`config.mk`:
```
export PLATFORM = sky130hd
export DESIGN_NAME = framebuffer_write_ctrl
export DESIGN_NICKNAME = d
export VERILOG_FILES = /design/src/rtl/framebuffer_write_ctrl_pkg.sv /design/src/rtl/framebuffer_write_ctrl_fill_engine.sv /design/src/rtl/framebuffer_write_ctrl.sv
export SDC_FILE = /design/constraint.sdc
export NUM_CORES = 1
export LEC_CHECK = 0
export BUFFER_PORTS_ARGS = -buffer_cell sky130_fd_sc_hd__buf_2
export CAP_MARGIN = 10
export CORE_ASPECT_RATIO = 0.6
export CORE_UTILIZATION = 60
export CTS_BUF_LIST = sky130_fd_sc_hd__clkbuf_4
export CTS_CLUSTER_SIZE = 8
export DETAILED_ROUTE_END_ITERATION = 6
export PLACE_DENSITY = 0.86
export SYNTH_ARGS = -nofsm -noshare
export SYNTH_HDL_FRONTEND = slang
export SYNTH_HIERARCHICAL = 1
export SYNTH_SLANG_ARGS = --single-unit
```
`constraint.sdc`:
```
create_clock -name clk_in -period 5.4 [get_ports clk_in]
set_input_delay 0.27 -clock clk_in [delete_from_list [all_inputs] [get_ports clk_in]]
set_output_delay 0.27 -clock clk_in [all_outputs]
set_load 0.02 [all_outputs]
```
`src/rtl/framebuffer_write_ctrl_pkg.sv`:
```
// Shared constants and state encoding for the framebuffer write path.
// The frame is 64x32 RGB565 pixels stored as 4096 bytes, low byte at the even address.
package framebuffer_write_ctrl_pkg;

  localparam int FB_WIDTH       = 64;
  localparam int FB_HEIGHT      = 32;
  localparam int FB_ADDR_WIDTH  = 12;
  localparam int FB_DATA_WIDTH  = 8;
  localparam int FB_FRAME_BYTES = FB_WIDTH * FB_HEIGHT * 2;

  typedef enum logic {
    ST_IDLE = 1'b0,
    ST_FILL = 1'b1
  } fb_state_t;

endpackage

```
`src/rtl/framebuffer_write_ctrl_fill_engine.sv`:
```
// Full-frame fill source: latches one RGB565 colour and walks every byte address,
// presenting the matching byte lane for each address.
module fb_fill_engine
  import framebuffer_write_ctrl_pkg::*;
#(
  parameter int ADDR_WIDTH  = FB_ADDR_WIDTH,
  parameter int DATA_WIDTH  = FB_DATA_WIDTH,
  parameter int FRAME_BYTES = FB_FRAME_BYTES
) (
  input  logic                    clk,
  input  logic                    rst_n,
  input  logic                    start,
  input  logic                    run,
  input  logic [2*DATA_WIDTH-1:0] color,
  output logic [ADDR_WIDTH-1:0]   addr,
  output logic [DATA_WIDTH-1:0]   data,
  output logic                    last
);

  localparam logic [ADDR_WIDTH-1:0] LAST_ADDR = ADDR_WIDTH'(FRAME_BYTES - 1);

  logic [ADDR_WIDTH-1:0]   count_p0;
  logic [2*DATA_WIDTH-1:0] color_p0;

  always_ff @(posedge clk or negedge rst_n) begin
    if (!rst_n) begin
      count_p0 <= '0;
    end else if (start) begin
      count_p0 <= '0;
    end else if (run) begin
      count_p0 <= last ? '0 : count_p0 + 1'b1;
    end
  end

  // Colour is pure data and only meaningful once start has loaded it.
  always_ff @(posedge clk) begin
    if (start) begin
      color_p0 <= color;
    end
  end

  assign addr = count_p0;
  assign data = count_p0[0] ? color_p0[2*DATA_WIDTH-1:DATA_WIDTH] : color_p0[DATA_WIDTH-1:0];
  assign last = run && (count_p0 == LAST_ADDR);

endmodule

```
`src/rtl/framebuffer_write_ctrl.sv`:
```
// Port-A write controller for the framebuffer RAM: arbitrates the UART byte stream
// against the fill engine, drives registered RAM strobes and flags frame completion.
module framebuffer_write_ctrl
  import framebuffer_write_ctrl_pkg::*;
#(
  parameter int ADDR_WIDTH  = FB_ADDR_WIDTH,
  parameter int DATA_WIDTH  = FB_DATA_WIDTH,
  parameter int FRAME_BYTES = FB_FRAME_BYTES
) (
  input  logic                    clk_in,
  input  logic                    reset,
  input  logic                    frame_start,
  input  logic                    byte_valid,
  input  logic [DATA_WIDTH-1:0]   byte_data,
  output logic                    byte_ready,
  input  logic                    fill_start,
  input  logic [2*DATA_WIDTH-1:0] fill_color,
  output logic                    fill_busy,
  output logic [ADDR_WIDTH-1:0]   ram_addr,
  output logic [DATA_WIDTH-1:0]   ram_data,
  output logic                    ram_clk_enable,
  output logic                    ram_wr,
  output logic                    frame_done
);

  localparam logic [ADDR_WIDTH-1:0] LAST_ADDR = ADDR_WIDTH'(FRAME_BYTES - 1);

  fb_state_t             state;
  logic [ADDR_WIDTH-1:0] ptr;
  logic [ADDR_WIDTH-1:0] stream_addr;
  logic                  accept;
  logic                  fill_go;
  logic                  fill_run;
  logic [ADDR_WIDTH-1:0] fill_addr;
  logic [DATA_WIDTH-1:0] fill_data;
  logic                  fill_last;

  // A fill request in the same cycle wins over the stream byte.
  assign byte_ready  = reset && (state == ST_IDLE) && !fill_start;
  assign accept      = byte_valid && byte_ready;
  assign fill_go     = (state == ST_IDLE) && fill_start;
  assign fill_run    = (state == ST_FILL);
  assign stream_addr = frame_start ? '0 : ptr;

  fb_fill_engine #(
    .ADDR_WIDTH (ADDR_WIDTH),
    .DATA_WIDTH (DATA_WIDTH),
    .FRAME_BYTES(FRAME_BYTES)
  ) u_fill (
    .clk  (clk_in),
    .rst_n(reset),
    .start(fill_go),
    .run  (fill_run),
    .color(fill_color),
    .addr (fill_addr),
    .data (fill_data),
    .last (fill_last)
  );

  always_ff @(posedge clk_in or negedge reset) begin
    if (!reset) begin
      state          <= ST_IDLE;
      ptr            <= '0;
      ram_addr       <= '0;
      ram_data       <= '0;
      ram_wr         <= 1'b0;
      ram_clk_enable <= 1'b0;
      fill_busy      <= 1'b0;
      frame_done     <= 1'b0;
    end else begin
      ram_wr         <= 1'b0;
      ram_clk_enable <= 1'b0;
      frame_done     <= 1'b0;
      // Busy covers the issue cycles plus the cycle in which the final write is visible.
      fill_busy      <= fill_go || fill_run;
      case (state)
        ST_IDLE: begin
          if (fill_go) begin
            state <= ST_FILL;
          end
          if (accept) begin
            ram_wr         <= 1'b1;
            ram_clk_enable <= 1'b1;
            ram_addr       <= stream_addr;
            ram_data       <= byte_data;
            frame_done     <= (stream_addr == LAST_ADDR);
            ptr            <= (stream_addr == LAST_ADDR) ? '0 : stream_addr + 1'b1;
          end else if (frame_start) begin
            ptr <= '0;
          end
        end
        ST_FILL: begin
          ram_wr         <= 1'b1;
          ram_clk_enable <= 1'b1;
          ram_addr       <= fill_addr;
          ram_data       <= fill_data;
          if (fill_last) begin
            frame_done <= 1'b1;
            state      <= ST_IDLE;
            ptr        <= '0;
          end else if (frame_start) begin
            ptr <= '0;
          end
        end
        default: state <= ST_IDLE;
      endcase
    end
  end

endmodule
```
# After elaboration in Yosys (flattened, before gate mapping)
# Cells that the tools add are included.
op_classes:
  add_sub_neg: 2
  n_reduce_logical: 8
  eq_ne: 3
  n_div: 0
  n_mux: 21
  order_cmp: 0
  bitwise_logic: 1
  n_shift: 0
  multipliers: 0
op_table:
  columns: ["op", "count"]
  rows:
  - ["$mux W12", 8]
  - ["$pmux W12 S2", 2]
  - ["$add A12 B1 Y12 const B", 2]
  - ["$eq A12 B12 Y1 const B", 2]
  - ["$mux W8", 2]
  - ["$pmux W8 S2", 1]
  - ["$pmux W1 S2", 3]
  - ["$logic_and A1 B1 Y1", 5]
  - ["$mux W1", 5]
  - ["$ne A2 B2 Y1 const B", 1]
  - ["$reduce_bool A2 Y1", 1]
  - ["$logic_not A1 Y1", 1]
  - ["$logic_or A1 B1 Y1", 1]
  - ["$not A1 Y1", 1]
word_totals:
  mem_count: 0
  word_cells: 44
  rom_bits: 0
  mem_bits_rw: 0
  reg_bits: 64
  inputBits: 29
  output_inout_bits: 25
  latchBits: 0

# Depth between registers and ports, before layout
logic_depth:
  depth_word: 6
  ltp_mapped: 7
  ltp_nobuf: 7

# Hierarchy
# The synthesis kept the hierarchy.
modules_own_cells:
  columns: ["module", "seq_area_each_um2", "area_each_um2", "n_inst", "cells_each"]
  rows:
  - ["framebuffer_write_ctrl", 900.9, 1821.7, 1, 195]
  - ["fb_fill_engine", 780.7, 1305.0, 1, 99]

# Worst setup path after synthesis
# Ideal clock, no wire load.
synth_path:
  path_type: "reg2reg"
  start: "register state (netlist: fill_run)"
  end: "register u_fill.count_p0[9] (netlist: u_fill/addr[9])"
  required_ps: 5318
  setup_ps: 82
  synth_period_minus_slack_ps: 2595
  stages_incl_launch_ff: 7
  arrival_ps: 2513
  slack_ps: 2805
  n_path_buf: 2
  cell_sequence: "dfrtp_1 clkbuf_1 nor2b_1 buf_2 o2111ai_2 or4_1 a31oi_1"
synth_between:
  elab_cells_between_ends: 7
  cone_classes: "mux: 3; bitwise: 1; reduce/logical: 3"
synth_lines:
  columns: ["item", "line", "text"]
  rows:
  - ["start: declaration", "framebuffer_write_ctrl.sv:28", "fb_state_t state;"]
  - ["start signal: assignment", "framebuffer_write_ctrl.sv:62", "state <= ST_IDLE;"]
  - ["start signal: assignment", "framebuffer_write_ctrl.sv:79", "state <= ST_FILL;"]
  - ["start signal: assignment", "framebuffer_write_ctrl.sv:99", "state <= ST_IDLE;"]
  - ["$not A1 Y1 *", null, null]
  - ["$logic_and A1 B1 Y1 *", "framebuffer_write_ctrl.sv:41", "assign fill_go = (state == ST_IDLE) && fill_start;"]
  - ["named net fill_go", "framebuffer_write_ctrl.sv:32", "logic fill_go;"]
  - ["$mux W12 / $reduce_bool A2 Y1 (equally long branches)", null, null]
  - ["end signal: assignment", "framebuffer_write_ctrl_fill_engine.sv:31", "count_p0 <= last ? '0 : count_p0 + 1'b1;"]
  - ["end: declaration", "framebuffer_write_ctrl_fill_engine.sv:22", "logic [ADDR_WIDTH-1:0] count_p0;"]
# Mark *: on every way through the listed nets, which the timed path passes. The rest lies on a longest branch. The select of a mux whose other input is x is not followed.
# A chain may end at the register's enable or synchronous reset.

# Worst setup path in the final report
layout_path:
  start: "register u_fill.count_p0[0] (netlist: u_fill/addr[0])"
  end: "register ptr[7]"
layout_between:
  elab_chain_len: 4
layout_rtl:
  columns: ["item", "line", "text"]
  rows:
  - ["$eq A12 B12 Y1", "framebuffer_write_ctrl_fill_engine.sv:44", "assign last = run && (count_p0 == LAST_ADDR);"]
  - ["$logic_and A1 B1 Y1", "framebuffer_write_ctrl_fill_engine.sv:44", null]
  - ["named net fill_last", "framebuffer_write_ctrl.sv:36", "logic fill_last;"]
  - ["$mux W12", "framebuffer_write_ctrl.sv:97", "if (fill_last) begin"]
  - ["$pmux W12 S2", "framebuffer_write_ctrl.sv:76", "case (state)"]
  - ["end signal: assignment", "framebuffer_write_ctrl.sv:87", "ptr <= (stream_addr == LAST_ADDR) ? '0 : stream_addr + 1'b1;"]
  - ["end: declaration", "framebuffer_write_ctrl.sv:29", "logic [ADDR_WIDTH-1:0] ptr;"]
# The timed path passes the listed nets, and every way through them passes these cells.

==> out/qor.yml <==
status: "complete, no violations"
fin_area_um2: 3636
intPower_mw: 0.8745
power.share.sequential: 0.495
synth_edf_count: 16
h-tree-depth: 3
timing.rr.end: "ptr[7]"
fillers: 332
wl_met1_um: 3209
drive_gt1_frac: 0.2571
holdBufCountCts: 1
syn_nets: 325
cpPeakStageDelay_ps: 710
syn_inst: 294
worst_r2r_startpoint: "u_fill/addr[0]"
grt_antenna_before_repair: 0
ys_seq_elements: 64
cap_violations: 0
cts_buffers: 9
ctsLongestPathBuffers: 2
netSwitchingFraction: 0.3009
wl_met2_um: 3125
p_switching_mw: 0.3764
wl_met3_um: 507
drt-vias-per-instance: 6.120
synth-compound-area-share: 0.1297
avgSynthCellArea_um2: 10.64
hold_path.class: "in2reg"
cts-resized-gates: 0
critPathArrivalTime_ps: 2940
critPathSlowestCell: "dfrtp_1"
die_w_um: 95.20
ir_worst_vdd_mv: 0.2032
drc: 0
dp_slack_ps: 2844
startpoint: "u_fill/addr[0]"
die-area_um2: 5513
cp-start-kind: "flop"
drt-pass1-iter-count: 5
power.share.clock: 0.323
finalPower_mw: 1.251
synth_area_um2: 3127
synth_cell_types: 48
grt_pass1_vias: 2358
ant_nets: 0
path_cells: "ha_1 -> nand4_1 -> nor4_4 -> nand2b_1 -> nor2_1 -> a21oi_1 -> o31ai_1"
rr_worst_depth: 7
drt_iter0_markers: 190
synth_adder_area_share: 0.008003
clk_transition_reported_paths_ps: 110
synth_top_family_by_area: "simple AND/OR/NAND/NOR gates"
clock_skew_ps: 7.775
p_per_area_nw_per_um2: 344.1
cts_tree: "built"
numClockSinks: 64
synthFlopType: "dfrtp_1"
drt-total-wl_um: 6940
max-slew-margin-rel: 0.4014
fmaxAchievable_ghz: 0.3772
end_kind: "flop"
num_io_pins: 54
hold_viol: 0
crit_path_end: "ptr[7]"
place_congestion: 0.8742
seq_area_frac_synth: 0.5378
synthSimpleGateAreaFrac: 0.2025
p_comb_frac: 0.182
dpl.hpwl_um: 4701
fin_util: 0.7609
synth_warnings: 6
rows: 19
synthToLayoutAreaGrowth_pct: 16.29
finalNonFillerCells: 417
cts_root_buf: "clkbuf_4"
synthMuxAreaShare: 0.07403
setup_tns_ps: 0
rsz0062_at_grt: "no"
critical_path_class: "reg2reg"
groute.usage.overall: 0.2834
grt_max_degree: 52
synth_xor_area_frac: 0.01681
worst_slew_pin_slew_ps: 897.9
n_antenna_cell: 0
dp.cells: 398
critPathMaxFanout: 14
post-route-min-period_ps: 2651
core_um2: 4778
post-route-period-util: 0.4909
port_buffers: 53
fin_nets: 380
wl_per_cell_um: 16.64
die_y_um: 57.92
clk-insertion-delay-late_ps: 420
initial_utilization: 0.6544
setup_violations: 0
async_reset_ff_frac: 0.7500
grt_pass1_wl_um: 11500
dr_total_vias: 2552
grt.overflow.total: 0
leakage_nw: 1.563
slew_violations: 0
timing.hold.ws_ps: 20.93
setup_ws_ps: 2749
dpl_cell_area_um2: 3428
top_layer: "met4"
cts_setup_buffers: 0
rrSetupSlack_ps: 2750
crit_required_ps: 5690
==> power groups by stage <==
stage	clock network [mW]	registers, mW	logic [mW]
global route	0.424	0.629	0.251
global placement	0	0.624	0.217
detailed placement	0	0.628	0.225
floorplan	0	0.642	0.125
finish	0.404	0.619	0.228
CTS	0.404	0.618	0.227
==> registers in the layout (all words and copies together), names as in the netlist <==
register and flops:
ram_wr 1, frame_done 1, ptr 12, fill_busy 1, fill_run 1, ram_addr 12
u_fill/addr 12, u_fill/color_p0 16, ram_data 8
==> cell families after synthesis <==
| kind of cell | count (synthesis) |
|---|---|
| compound gates | 65 |
| xor+xnor | 6 |
| fa+ha+maj | 2 |
| buf+inv | 21 |
| flops | 64 |
| mux | 22 |
| simple gates | 114 |
==> per-layer routing <==
| metal | vias to the layer above | track usage |
|---|---|---|
| met4 | 0 | 0.09524 |
| met2 | 117 | 0.4092 |
| li1 | 1183 | - |
| met1 | 1240 | 0.4086 |
| met5 | - | 0 |
| met3 | 12 | 0.08793 |
==> cells in the mapped netlist, types with 2 or more instances <==
cell type | count | area, µm²
or4_1 | 3 | 22.52
nand3_1 | 5 | 25.02
nor3_1 | 8 | 40.04
nand3b_1 | 2 | 15.01
nor4_1 | 4 | 25.02
and2_1 | 3 | 18.77
ha_1 | 2 | 25.02
nor2_1 | 14 | 52.55
or4_4 | 2 | 22.52
nand2b_1 | 12 | 75.07
dfrtp_1 | 48 | 1201
o31ai_1 | 8 | 60.06
nand4b_1 | 2 | 17.52
nand2_1 | 35 | 131.4
xnor2_1 | 2 | 17.52
o21ai_0 | 26 | 130.1
a21oi_1 | 11 | 55.05
mux2_2 | 9 | 101.4
inv_1 | 4 | 15.01
xor2_1 | 4 | 35.03
clkbuf_1 | 10 | 37.54
a31oi_1 | 5 | 31.28
buf_4 | 2 | 15.01
nor2b_1 | 9 | 56.30
a211oi_1 | 2 | 15.01
buf_2 | 3 | 15.01
mux2i_1 | 13 | 130.1
nand4_1 | 4 | 25.02
o211ai_1 | 6 | 45.04
or3_1 | 3 | 18.77
edfxtp_1 | 16 | 480.5
==> worst max-delay path: cells and delay by family, from the launching register on <==
kind,cells,cell delay (ps)
compound gates,2,260
fa+ha+maj,1,350
flops,1,710
simple gates,4,1210
==> layout make-up <==
| type | count | area, µm² | area share |
|---|---|---|---|
| multi-input cells | 209 | 1350 | 0.3713 |
| flip-flops and latches | 64 | 1682 | 0.4625 |
| inverters | 4 | 15.01 | 0.004129 |
| clock inverters | 7 | 110.1 | 0.03028 |
| clock buffers | 9 | 67.56 | 0.01858 |
| repair buffers | 61 | 332.8 | 0.09153 |
| well taps | 63 | 78.83 | 0.02168 |
==> layout by cell type (no fill, tap or decap), types with 2 or more instances in the layout <==
cell type      count
nor2b_1            8
dfrtp_1           48
mux2_2             9
a21oi_1           11
nand3b_1           2
or4_1              3
o21ai_0           26
edfxtp_1          16
nand4_1            4
nor4_1             4
nand2_1           35
inv_1              4
or4_4              2
bufinv_16          3
mux2i_1           13
ha_1               2
and2_1             3
o31ai_1            8
nand4b_1           2
xnor2_1            2
or3_1              3
a31oi_1            5
clkbuf_4           9
dlygate4sd3_1      3
nand2b_1          12
nor3_1             8
buf_4              5
a211oi_1           2
xor2_1             4
o211ai_1           6
buf_2             53
nand3_1            5
nor2_1            14
clkinv_1           2
==> how the worst min path moves through the flow <==
stage,from,endpoint,slack (ps),cells after the start
global placement,reset,fill_busy,400,2
finish,fill_color[1],u_fill/color_p0[1],20,1
floorplan,reset,fill_busy,-30,0
detailed placement,reset,fill_busy,420,2
global route,fill_color[1],u_fill/color_p0[1],2,1
CTS,fill_color[3],u_fill/color_p0[3],20,1
Power figures use the tool's default switching activity.
